===== src/rtl/crc_fcs_pkg.sv =====
// Shared types and constants for the FCS sequencer and its CRC-32 engine.
package crc_fcs_pkg;

  typedef enum logic [1:0] {
    IDLE = 2'd0,
    DATA = 2'd1,
    PAD  = 2'd2,
    FCS  = 2'd3
  } state_e;

  localparam int unsigned FCS_BYTES               = 4;
  localparam int unsigned DEFAULT_MIN_FRAME_BYTES = 60;
  localparam logic [7:0]  PAD_BYTE                = 8'h00;

  // Reflected Ethernet CRC-32 update, one byte, LSB first.
  function automatic logic [31:0] crc32_byte(input logic [31:0] crc, input logic [7:0] data);
    logic [31:0] c;
    c = crc ^ {24'h000000, data};
    for (int unsigned i = 0; i < 8; i++) begin
      c = c[0] ? ((c >> 1) ^ 32'hEDB88320) : (c >> 1);
    end
    return c;
  endfunction

endpackage


===== src/rtl/crc_fcs_sequencer_crc32.sv =====
// Byte-wide Ethernet CRC-32 engine; crc_o is the final (inverted) CRC of all bytes since reset.
module crc32
  import crc_fcs_pkg::*;
#(
  parameter logic [31:0] INIT = 32'hFFFFFFFF
) (
  input  logic        clk_i,
  input  logic        rst_i,
  input  logic        valid_i,
  input  logic [7:0]  data_i,
  output logic [31:0] crc_o
);

  logic [31:0] state_q;

  always_ff @(posedge clk_i) begin
    if (rst_i) begin
      state_q <= INIT;
    end else if (valid_i) begin
      state_q <= crc32_byte(state_q, data_i);
    end
  end

  assign crc_o = ~state_q;

endmodule


===== src/rtl/crc_fcs_sequencer.sv =====
// Frame sequencer: forwards payload, optionally pads to a minimum length, appends a 4-byte CRC-32 FCS.
// Padding is built only when the macro FCS_PAD_EN is defined.
module crc_fcs_sequencer
  import crc_fcs_pkg::*;
#(
  parameter logic [31:0] INITIAL_CRC     = 32'hFFFFFFFF,
  parameter int unsigned MIN_FRAME_BYTES = DEFAULT_MIN_FRAME_BYTES
) (
  input  logic       i_clk,
  input  logic       i_reset,
  input  logic [7:0] i_tdata,
  input  logic       i_tvalid,
  input  logic       i_tlast,
  output logic       o_tready,
  output logic [7:0] o_tdata,
  output logic       o_tvalid,
  output logic       o_tlast,
  input  logic       i_tready
);

  localparam logic [1:0] LAST_IDX = 2'(FCS_BYTES - 1);

  if (MIN_FRAME_BYTES < 1 || MIN_FRAME_BYTES > 63) begin : g_bad_min
    $error("MIN_FRAME_BYTES must be in 1..63");
  end

  state_e      state_q, state_d;
  logic [1:0]  idx_q, idx_d;
  logic [7:0]  tdata_q, tdata_d;
  logic        tvalid_q, tvalid_d;
  logic        tlast_q, tlast_d;
  logic        load, accept, last_fcs;
  logic        crc_valid, crc_rst;
  logic [7:0]  crc_data;
  logic [31:0] crc;

`ifdef FCS_PAD_EN
  localparam logic [5:0] MIN_CNT = 6'(MIN_FRAME_BYTES);
  logic [5:0] cnt_q, cnt_d, cnt_inc;

  // Count restarts at 1 for a byte accepted in IDLE; saturates at 63.
  assign cnt_inc = (state_q == IDLE) ? 6'd1 : ((cnt_q == 6'd63) ? cnt_q : cnt_q + 6'd1);
`endif

  assign load     = !tvalid_q || i_tready;
  assign o_tready = load && (state_q == IDLE || state_q == DATA);
  assign accept   = i_tvalid && o_tready;
  assign last_fcs = load && (state_q == FCS) && (idx_q == LAST_IDX);
  assign crc_rst  = i_reset || last_fcs;

  always_comb begin
    state_d   = state_q;
    idx_d     = idx_q;
    tdata_d   = tdata_q;
    tvalid_d  = tvalid_q;
    tlast_d   = tlast_q;
    crc_valid = 1'b0;
    crc_data  = i_tdata;
`ifdef FCS_PAD_EN
    cnt_d     = cnt_q;
`endif
    if (load) begin
      tvalid_d = 1'b0;
      tlast_d  = 1'b0;
      case (state_q)
        IDLE, DATA: begin
`ifdef FCS_PAD_EN
          if (state_q == IDLE) cnt_d = '0;
`endif
          if (accept) begin
            tdata_d   = i_tdata;
            tvalid_d  = 1'b1;
            crc_valid = 1'b1;
`ifdef FCS_PAD_EN
            cnt_d     = cnt_inc;
            if (!i_tlast)               state_d = DATA;
            else if (cnt_inc < MIN_CNT) state_d = PAD;
            else                        state_d = FCS;
`else
            state_d   = i_tlast ? FCS : DATA;
`endif
          end
        end
`ifdef FCS_PAD_EN
        PAD: begin
          tdata_d   = PAD_BYTE;
          tvalid_d  = 1'b1;
          crc_valid = 1'b1;
          crc_data  = PAD_BYTE;
          cnt_d     = cnt_inc;
          if (cnt_inc >= MIN_CNT) state_d = FCS;
        end
`endif
        FCS: begin
          tdata_d  = crc[{idx_q, 3'b000} +: 8];
          tvalid_d = 1'b1;
          idx_d    = idx_q + 2'd1;
          if (idx_q == LAST_IDX) begin
            tlast_d = 1'b1;
            state_d = IDLE;
          end
        end
        default: state_d = IDLE;
      endcase
    end
  end

  always_ff @(posedge i_clk) begin
    if (i_reset) begin
      state_q  <= IDLE;
      idx_q    <= '0;
      tdata_q  <= '0;
      tvalid_q <= 1'b0;
      tlast_q  <= 1'b0;
`ifdef FCS_PAD_EN
      cnt_q    <= '0;
`endif
    end else begin
      state_q  <= state_d;
      idx_q    <= idx_d;
      tdata_q  <= tdata_d;
      tvalid_q <= tvalid_d;
      tlast_q  <= tlast_d;
`ifdef FCS_PAD_EN
      cnt_q    <= cnt_d;
`endif
    end
  end

  assign o_tdata  = tdata_q;
  assign o_tvalid = tvalid_q;
  assign o_tlast  = tlast_q;

  crc32 #(
    .INIT(INITIAL_CRC)
  ) u_crc32 (
    .clk_i  (i_clk),
    .rst_i  (crc_rst),
    .valid_i(crc_valid),
    .data_i (crc_data),
    .crc_o  (crc)
  );

endmodule


===== config.mk =====
export PLATFORM = sky130hd
export DESIGN_NAME = crc_fcs_sequencer
export DESIGN_NICKNAME = d
export VERILOG_FILES = /design/src/rtl/crc_fcs_pkg.sv /design/src/rtl/crc_fcs_sequencer_crc32.sv /design/src/rtl/crc_fcs_sequencer.sv
export SDC_FILE = /design/constraint.sdc
export NUM_CORES = 1
export LEC_CHECK = 0
export BUFFER_PORTS_ARGS = -buffer_cell sky130_fd_sc_hd__buf_2
export CAP_MARGIN = 20
export CORE_UTILIZATION = 53
export DETAILED_ROUTE_END_ITERATION = 6
export PLACE_DENSITY = 0.79
export SYNTH_ARGS = -nofsm -noshare
export SYNTH_HDL_FRONTEND = slang
export SYNTH_SLANG_ARGS = --single-unit

===== constraint.sdc =====
create_clock -name i_clk -period 1.8 [get_ports i_clk]
set_clock_uncertainty 0.1 [all_clocks]
set_input_delay 0.27 -clock i_clk [delete_from_list [all_inputs] [get_ports i_clk]]
set_output_delay 0.27 -clock i_clk [all_outputs]
set_load 0.05 [all_outputs]

==> impl_metrics.tcl, run 1 <==
set metrics [dict create \
    total_power_mw 4.40 \
    placement.io_buffers 23 \
    leakagePower_nw 1.26 \
    start_util 0.550 \
    final.period_utilization 0.963 \
    synth_cell_types 25 \
    ctsHoldBuffers 0 \
    dieArea_mm2 0.00515 \
    cts.clk_slew.worst_paths_ns 0.08 \
    root_buffer "clkbuf_8" \
    dp_cells 353 \
    design_area_mm2 0.00314 \
    clk_latency_ns 0.30 \
    hold_path_class "input port to flop" \
    final_nets 322 \
    vias_per_cell 5.57 \
    period_needed_ns 1.73 \
    ys_seq_elements 46 \
    diodes 0 \
    slew_headroom 0.727 \
    ios 24 \
    synth.avg_cell_area_um2 9.85 \
    rows 25 \
    htreeDepth 2 \
    cts.sinks 46 \
    rsz0062_at_grt "true" \
    intPower_mw 2.75 \
    track_usage 0.251 \
    syn_to_final_growth_pct 21.5 \
    most-common-layout-cells "nand2_1 (47), dfxtp_1 (41), o211ai_1 (39)" \
    max_freq_mhz 577 \
    setup_viol 0 \
    hold_viol_final 0 \
    maxCapViolCount 0 \
    dr_total_vias 2021 \
    critPathArrivalTime_ns 1.82 \
    final_common_cell "nand2_1" \
    rrSetupSlack_ns 0.07 \
    cp.required_ns 1.88 \
    dieWidth_um 71.8 \
    worstHoldStart "i_tlast" \
    crit_end "u_crc32.state_q[20]" \
    cts_tree "done" \
    dr.pass1.iters 4 \
    syn_inst 262 \
    power_density_mw_per_mm2 1400 \
    status "finished clean" \
    path_cells "xnor2_2 > xnor3_2 > xnor3_2 > xnor2_1 > o211ai_1" \
    worst_pin_slew_ns 0.408 \
    crit_fanout 3 \
    drv_slew 0 \
    syn_nets 276 \
    drive_above_1_share 0.304 \
    hold-worst-slack_ns 0.122 \
    antenna_found_initial 0 \
    p_switching_mw 1.65 \
    r2r_cells 5 \
    cp-end-kind "flop" \
    drt_wl_total_um 5830 \
    multi_input_area_mm2 0.00166 \
    pwr-share-comb 0.529 \
    startpoint_type "flop" \
    critical_path.most_common_cell "xnor3_2" \
    wl_per_cell_um 16.1 \
    drc 0 \
    overflow 0 \
    postRouteAntennaNets 0 \
    final_cells 363 \
    yosysWarnings 0 \
    crit_slowest_cell "xnor3_2" \
    seq_area_um2 927 \
    grt_pass1_wl_um 9700 \
    ctsLongestPathBuffers 2 \
    place_congestion 0.805 \
    drt_iter0_markers 151 \
    core_region_area_mm2 0.00469 \
    critPathLaunch "u_crc32.state_q[4]" \
    first_global_vias 1965 \
    path_class "flop to flop" \
    netlist_area_mm2 0.00258 \
    cts_inserted_buffers 5 \
    grt_max_degree 63 \
    seqPwrFrac 0.320 \
    power.share.clock 0.151 \
    slowest_delay_ns 0.50 \
    yosysSeqAreaShare 0.357 \
    die_h_um 71.8 \
    timing.rr.start "u_crc32.state_q[4]" \
    rr_endpoint "u_crc32.state_q[20]" \
    n_fill_cell 333 \
    ir_worst_vdd_v 0.000596 \
    dp_hpwl_um 4120 \
    switching_share 0.376 \
    placed_cell_area_mm2 0.00296 \
]
==> power by group through the flow <==
stage          Combinational [mW]  Sequential [mW]  Clock (mW)
2_1_floorplan                1.62             1.43           0
3_3_place_gp                 2.17             1.41           0
3_5_place_dp                 2.22             1.42           0
4_1_cts                      2.27             1.40       0.675
5_1_grt                      2.52             1.44       0.730
6_report                     2.33             1.41       0.665
==> repair_timing <==
action / in CTS / in global routing
pin swaps: 0 / 2
endpoints found under the setup margin: 2 / 15
buffers inserted: 0 / 2
gates resized for setup: 2 / 10
==> cell usage after synthesis <==
master | count | area, um2
nand2_1 | 47 | 176
dfxtp_1 | 46 | 921
o211ai_1 | 39 | 293
xnor2_1 | 36 | 315
xor2_1 | 22 | 193
a21oi_1 | 12 | 60.1
clkbuf_1 | 12 | 45.0
nor2_1 | 9 | 33.8
xnor2_2 | 8 | 130
mux4_2 | 7 | 158
buf_2 | 4 | 20.0
a22oi_1 | 2 | 15.0
and2_1 | 2 | 12.5
nand2b_1 | 2 | 12.5
nor3b_1 | 2 | 15.0
xnor2_4 | 2 | 55.1
xnor3_2 | 2 | 47.6
a31oi_1 | 1 | 6.26
ha_1 | 1 | 12.5
inv_1 | 1 | 3.75
mux2i_1 | 1 | 10.0
mux4_1 | 1 | 26.3
nand3b_1 | 1 | 7.51
nor2b_1 | 1 | 6.26
o21ai_0 | 1 | 5.00
==> cells by family (layout without fill, tap and decap cells) <==
kind of cell	after synthesis	after routing	share of synthesized area
muxes	9	9	0.0752
buffers and inverters	17	64	0.0267
DFF	46	46	0.357
xor gates and xnor gates	70	70	0.287
AOI/OAI and AO/OA	55	55	0.147
and+or+nand+nor	64	64	0.102
adders and majority gates	1	1	0.00485
==> critical path: cells and delay by family, from the launching register on <==
kind            cells  cell delay [ns]
xor+xnor            4             1.09
flops               1             0.35
compound gates      1             0.09
==> worst min-delay path by stage <==
stage,slack [ns],cells after the start,to
2_1_floorplan,0.24,1,o_tdata[0]
5_1_grt,0.14,3,state_q[1]
4_1_cts,0.12,3,state_q[1]
3_3_place_gp,0.34,2,o_tdata[3]
6_report,0.12,3,state_q[1]
3_5_place_dp,0.34,2,o_tdata[3]
==> per-layer routing <==
metal,vias up,part of all wire,GRT usage
met2,50,0.51,0.422
met4,0,0.016,0.0959
met3,10,0.043,0.0577
met5,-,0,0
li1,997,-,-
met1,964,0.43,0.313
==> flip-flops by register name, summed over array words and instances, names as in the netlist <==
signal	flops
idx_q	2
o_tlast	1
o_tvalid	1
o_tdata	8
u_crc32.state_q	32
state_q	2
==> final cells by class <==
| class | count | share of cell area |
|---|---|---|
| multi-input cells | 199 | 0.530 |
| flip-flops and latches | 46 | 0.296 |
| repair buffers | 55 | 0.121 |
| clock buffers | 6 | 0.0263 |
| well taps | 54 | 0.0215 |
| clock inverters | 2 | 0.00399 |
| inverters | 1 | 0.00120 |
==> per-stage QoR <==
step / TNS (ns) / setup WS [ns] / util
floorplan: 0 / 0.00189 / -
global placement: -0.00226 / -0.00226 / 0.631
detailed placement: -0.0480 / -0.0403 / 0.631
CTS: 0 / 0.00615 / 0.653
global route: -0.0178 / -0.00927 / 0.668
finish: 0 / 0.0661 / 0.668
Note: power is estimated with default switching activity, not from simulation.
==> run 2, diff against run 1 <==
- CORE_UTILIZATION: 53 -> 54
- PLACE_DENSITY: 0.79 -> 0.8
- SYNTH_HIERARCHICAL: default -> 1
==> run 2 against run 1 <==
  * The flow now finishes with violations (negative setup slack)
  * Routed wire length increased by 40%
  * Worst hold slack improved by 0.047 ns
  * Non-clock buffer count increased by 24
  * First-iteration DRC count increased by 34%
  * Sequential cell count unchanged
  * Cell count increased by 26%
  * Synthesized cell count increased by 21%
  * Cell area increased by 26%
==> impl_metrics.tcl, run 2 <==
set metrics [dict create \
    status "finished with violations" \
    violations "negative setup slack" \
    path_class "flop to flop" \
    startpoint_type "flop" \
    pwr-share-comb 0.649 \
    drive_above_1_share 0.352 \
    syn_nets 332 \
    rsz0062_at_grt "true" \
    n_fill_cell 333 \
    wl_per_cell_um 17.9 \
    seq_area_um2 938 \
    place_congestion 0.840 \
    track_usage 0.278 \
    cts_tree "done" \
    root_buffer "clkbuf_8" \
    crit_fanout 4 \
    yosysSeqAreaShare 0.309 \
    p_switching_mw 2.36 \
    critical_path.most_common_cell "xor2_4" \
    diodes 0 \
    yosys-top-cells-area "dfxtp_1 (31%), xnor2_1 (15%), a211o_1 (5.0%)" \
    yosys.cell_count.top_type "xnor2_1" \
    start_util 0.573 \
    syn_to_final_growth_pct 33.0 \
    layout_setup_ws_ns -0.217 \
    final.period_utilization 1.12 \
    antenna_found_initial 0 \
    ctsHoldBuffers 0 \
    critPathArrivalTime_ns 2.10 \
    synth_top_area_share 0.309 \
    ios 24 \
    crit_slowest_cell "dfxtp_4" \
    die_h_um 76.3 \
    syn_inst 318 \
    slew_headroom 0.705 \
    ys_seq_elements 46 \
    regMostFlops "u_crc32/state_q" \
    synth_cell_types 40 \
    dr_total_vias 2564 \
    placement.io_buffers 23 \
    synthArstFlopShare 0 \
    max_freq_mhz 496 \
    total_power_mw 6.16 \
    dr.pass1.iters 7 \
    dieArea_mm2 0.00582 \
    drc 0 \
    grt_max_degree 39 \
    overflow 0 \
    leakagePower_nw 1.77 \
    seqPwrFrac 0.225 \
    cts_inserted_buffers 5 \
    cts.clk_slew.worst_paths_ns 0.10 \
    clk_latency_ns 0.30 \
    ys_top_cells_by_count "xnor2_1 (50), dfxtp_1 (46), inv_1 (33), nor2_1 (33), a211o_1 (17)" \
    dieWidth_um 76.3 \
    yosysWarnings 6 \
    cts.sinks 46 \
    cp.required_ns 1.88 \
    worst_pin_slew_ns 0.443 \
    path_cells "xor2_4 > buf_12 > xnor2_4 > buf_6 > xor2_4 > xor2_1 > a211o_1" \
    period_needed_ns 2.02 \
    htreeDepth 2 \
    ir_worst_vdd_v 0.000945 \
    dp_hpwl_um 5320 \
    design_area_mm2 0.00397 \
    synth_edf_count 0 \
    synth_ff_type "dfxtp_1" \
    hold_viol_final 0 \
    final_nets 399 \
    power_density_mw_per_mm2 1550 \
    switching_share 0.383 \
    core_region_area_mm2 0.00520 \
    cp-end-kind "flop" \
    drv_slew 0 \
    placed_cell_area_mm2 0.00352 \
    intPower_mw 3.81 \
    first_global_vias 2482 \
    vias_per_cell 5.62 \
    synth.avg_cell_area_um2 9.38 \
    maxCapViolCount 0 \
    dp_cells 439 \
    final_common_cell "xnor2_1" \
    drt_iter0_markers 203 \
    slowest_delay_ns 0.37 \
    postRouteAntennaNets 0 \
    ctsLongestPathBuffers 2 \
    synth_top_cell_by_area "dfxtp_1" \
    hold_path_class "input port to flop" \
    power.share.clock 0.126 \
    netlist_area_mm2 0.00298 \
    rows 26 \
    multi_input_area_mm2 0.00204 \
    most-common-layout-cells "xnor2_1 (40), buf_4 (39), dfxtp_1 (38)" \
    grt_pass1_wl_um 12500 \
    final_cells 456 \
    drt_wl_total_um 8180 \
    setup_viol 17 \
    largest_reg_flops 32 \
]
-- run 2: cell types whose count changed after synthesis, moves of 14 or more --
cell | before | now
xor2_1 | 22 | 4
a211o_1 | 0 | 17
inv_1 | 1 | 33
xnor2_1 | 36 | 50
nor2_1 | 9 | 33
nand2_1 | 47 | 14
o211ai_1 | 39 | 13
-- run 2: final cells by class --
cell class	instances	share of cell area
clock buffer	6	0.0183
clock inverter	2	0.00946
inverter	33	0.0312
multi-input combinational	220	0.514
sequential	46	0.237
tap	70	0.0221
timing repair buffer	79	0.169
-- run 2: logic make-up (layout without fill, tap and decap cells) --
kind of cell | count (synthesis) | after routing | share of synthesized area
and+or+nand+nor | 65 | 65 | 0.0953
buffers and inverters | 52 | 120 | 0.0957
muxes | 16 | 16 | 0.0571
AOI/OAI and AO/OA | 66 | 66 | 0.160
DFF | 46 | 46 | 0.309
adders and majority gates | 1 | 1 | 0.00420
xor gates and xnor gates | 72 | 72 | 0.279
-- run 2: path summary, 6_finish.rpt --
kind	end	startpoint	slack, ns	cells past startpoint
hold / removal	state_q[1]	i_tlast	0.17	3
setup reg to reg	u_crc32/state_q[29]	u_crc32/state_q[0]	-0.22	7
hold reg to reg	o_tdata[6]	o_tdata[6]	0.41	2
setup / recovery	u_crc32/state_q[29]	u_crc32/state_q[0]	-0.22	7
-- run 2: per-stage QoR --
step | setup TNS (ns) | util | setup WS [ns] | hold slack (ns)
2_1_floorplan | -0.280 | - | -0.127 | 0.242
3_3_place_gp | -2.41 | 0.676 | -0.227 | 0.385
3_5_place_dp | -2.98 | 0.676 | -0.281 | 0.395
4_1_cts | -1.47 | 0.724 | -0.170 | 0.144
5_1_grt | -3.20 | 0.762 | -0.243 | 0.177
6_report | -2.32 | 0.762 | -0.217 | 0.169
-- run 2: what timing repair did --
action / CTS / global route
endpoints found under the setup margin: 16 / 31
gates resized for setup: 16 / 16
buffers inserted: 4 / 7
pin swaps: 11 / 7
-- run 2: critical path: cells and delay by family (launching register included) --
kind | cells | cell delay (ns)
flip-flops | 1 | 0.37
buffers and inverters | 2 | 0.34
XOR/XNOR | 4 | 0.81
AO/OA/AOI/OAI | 1 | 0.26
-- run 2: power by group through the flow --
| stage | clock, mW | combinational, mW | sequential, mW |
|---|---|---|---|
| 6_report | 0.778 | 4.00 | 1.39 |
| 5_1_grt | 0.831 | 4.24 | 1.41 |
| 4_1_cts | 0.790 | 3.49 | 1.38 |
| 3_5_place_dp | 0 | 3.18 | 1.40 |
| 3_3_place_gp | 0 | 3.10 | 1.39 |
| 2_1_floorplan | 0 | 2.24 | 1.44 |
-- run 2: routing by layer --
layer | track usage | up-vias | share of wire
met5 | 0 | - | 0
li1 | - | 1191 | -
met2 | 0.479 | 114 | 0.51
met3 | 0.0431 | 18 | 0.055
met1 | 0.349 | 1241 | 0.41
met4 | 0.102 | 0 | 0.029
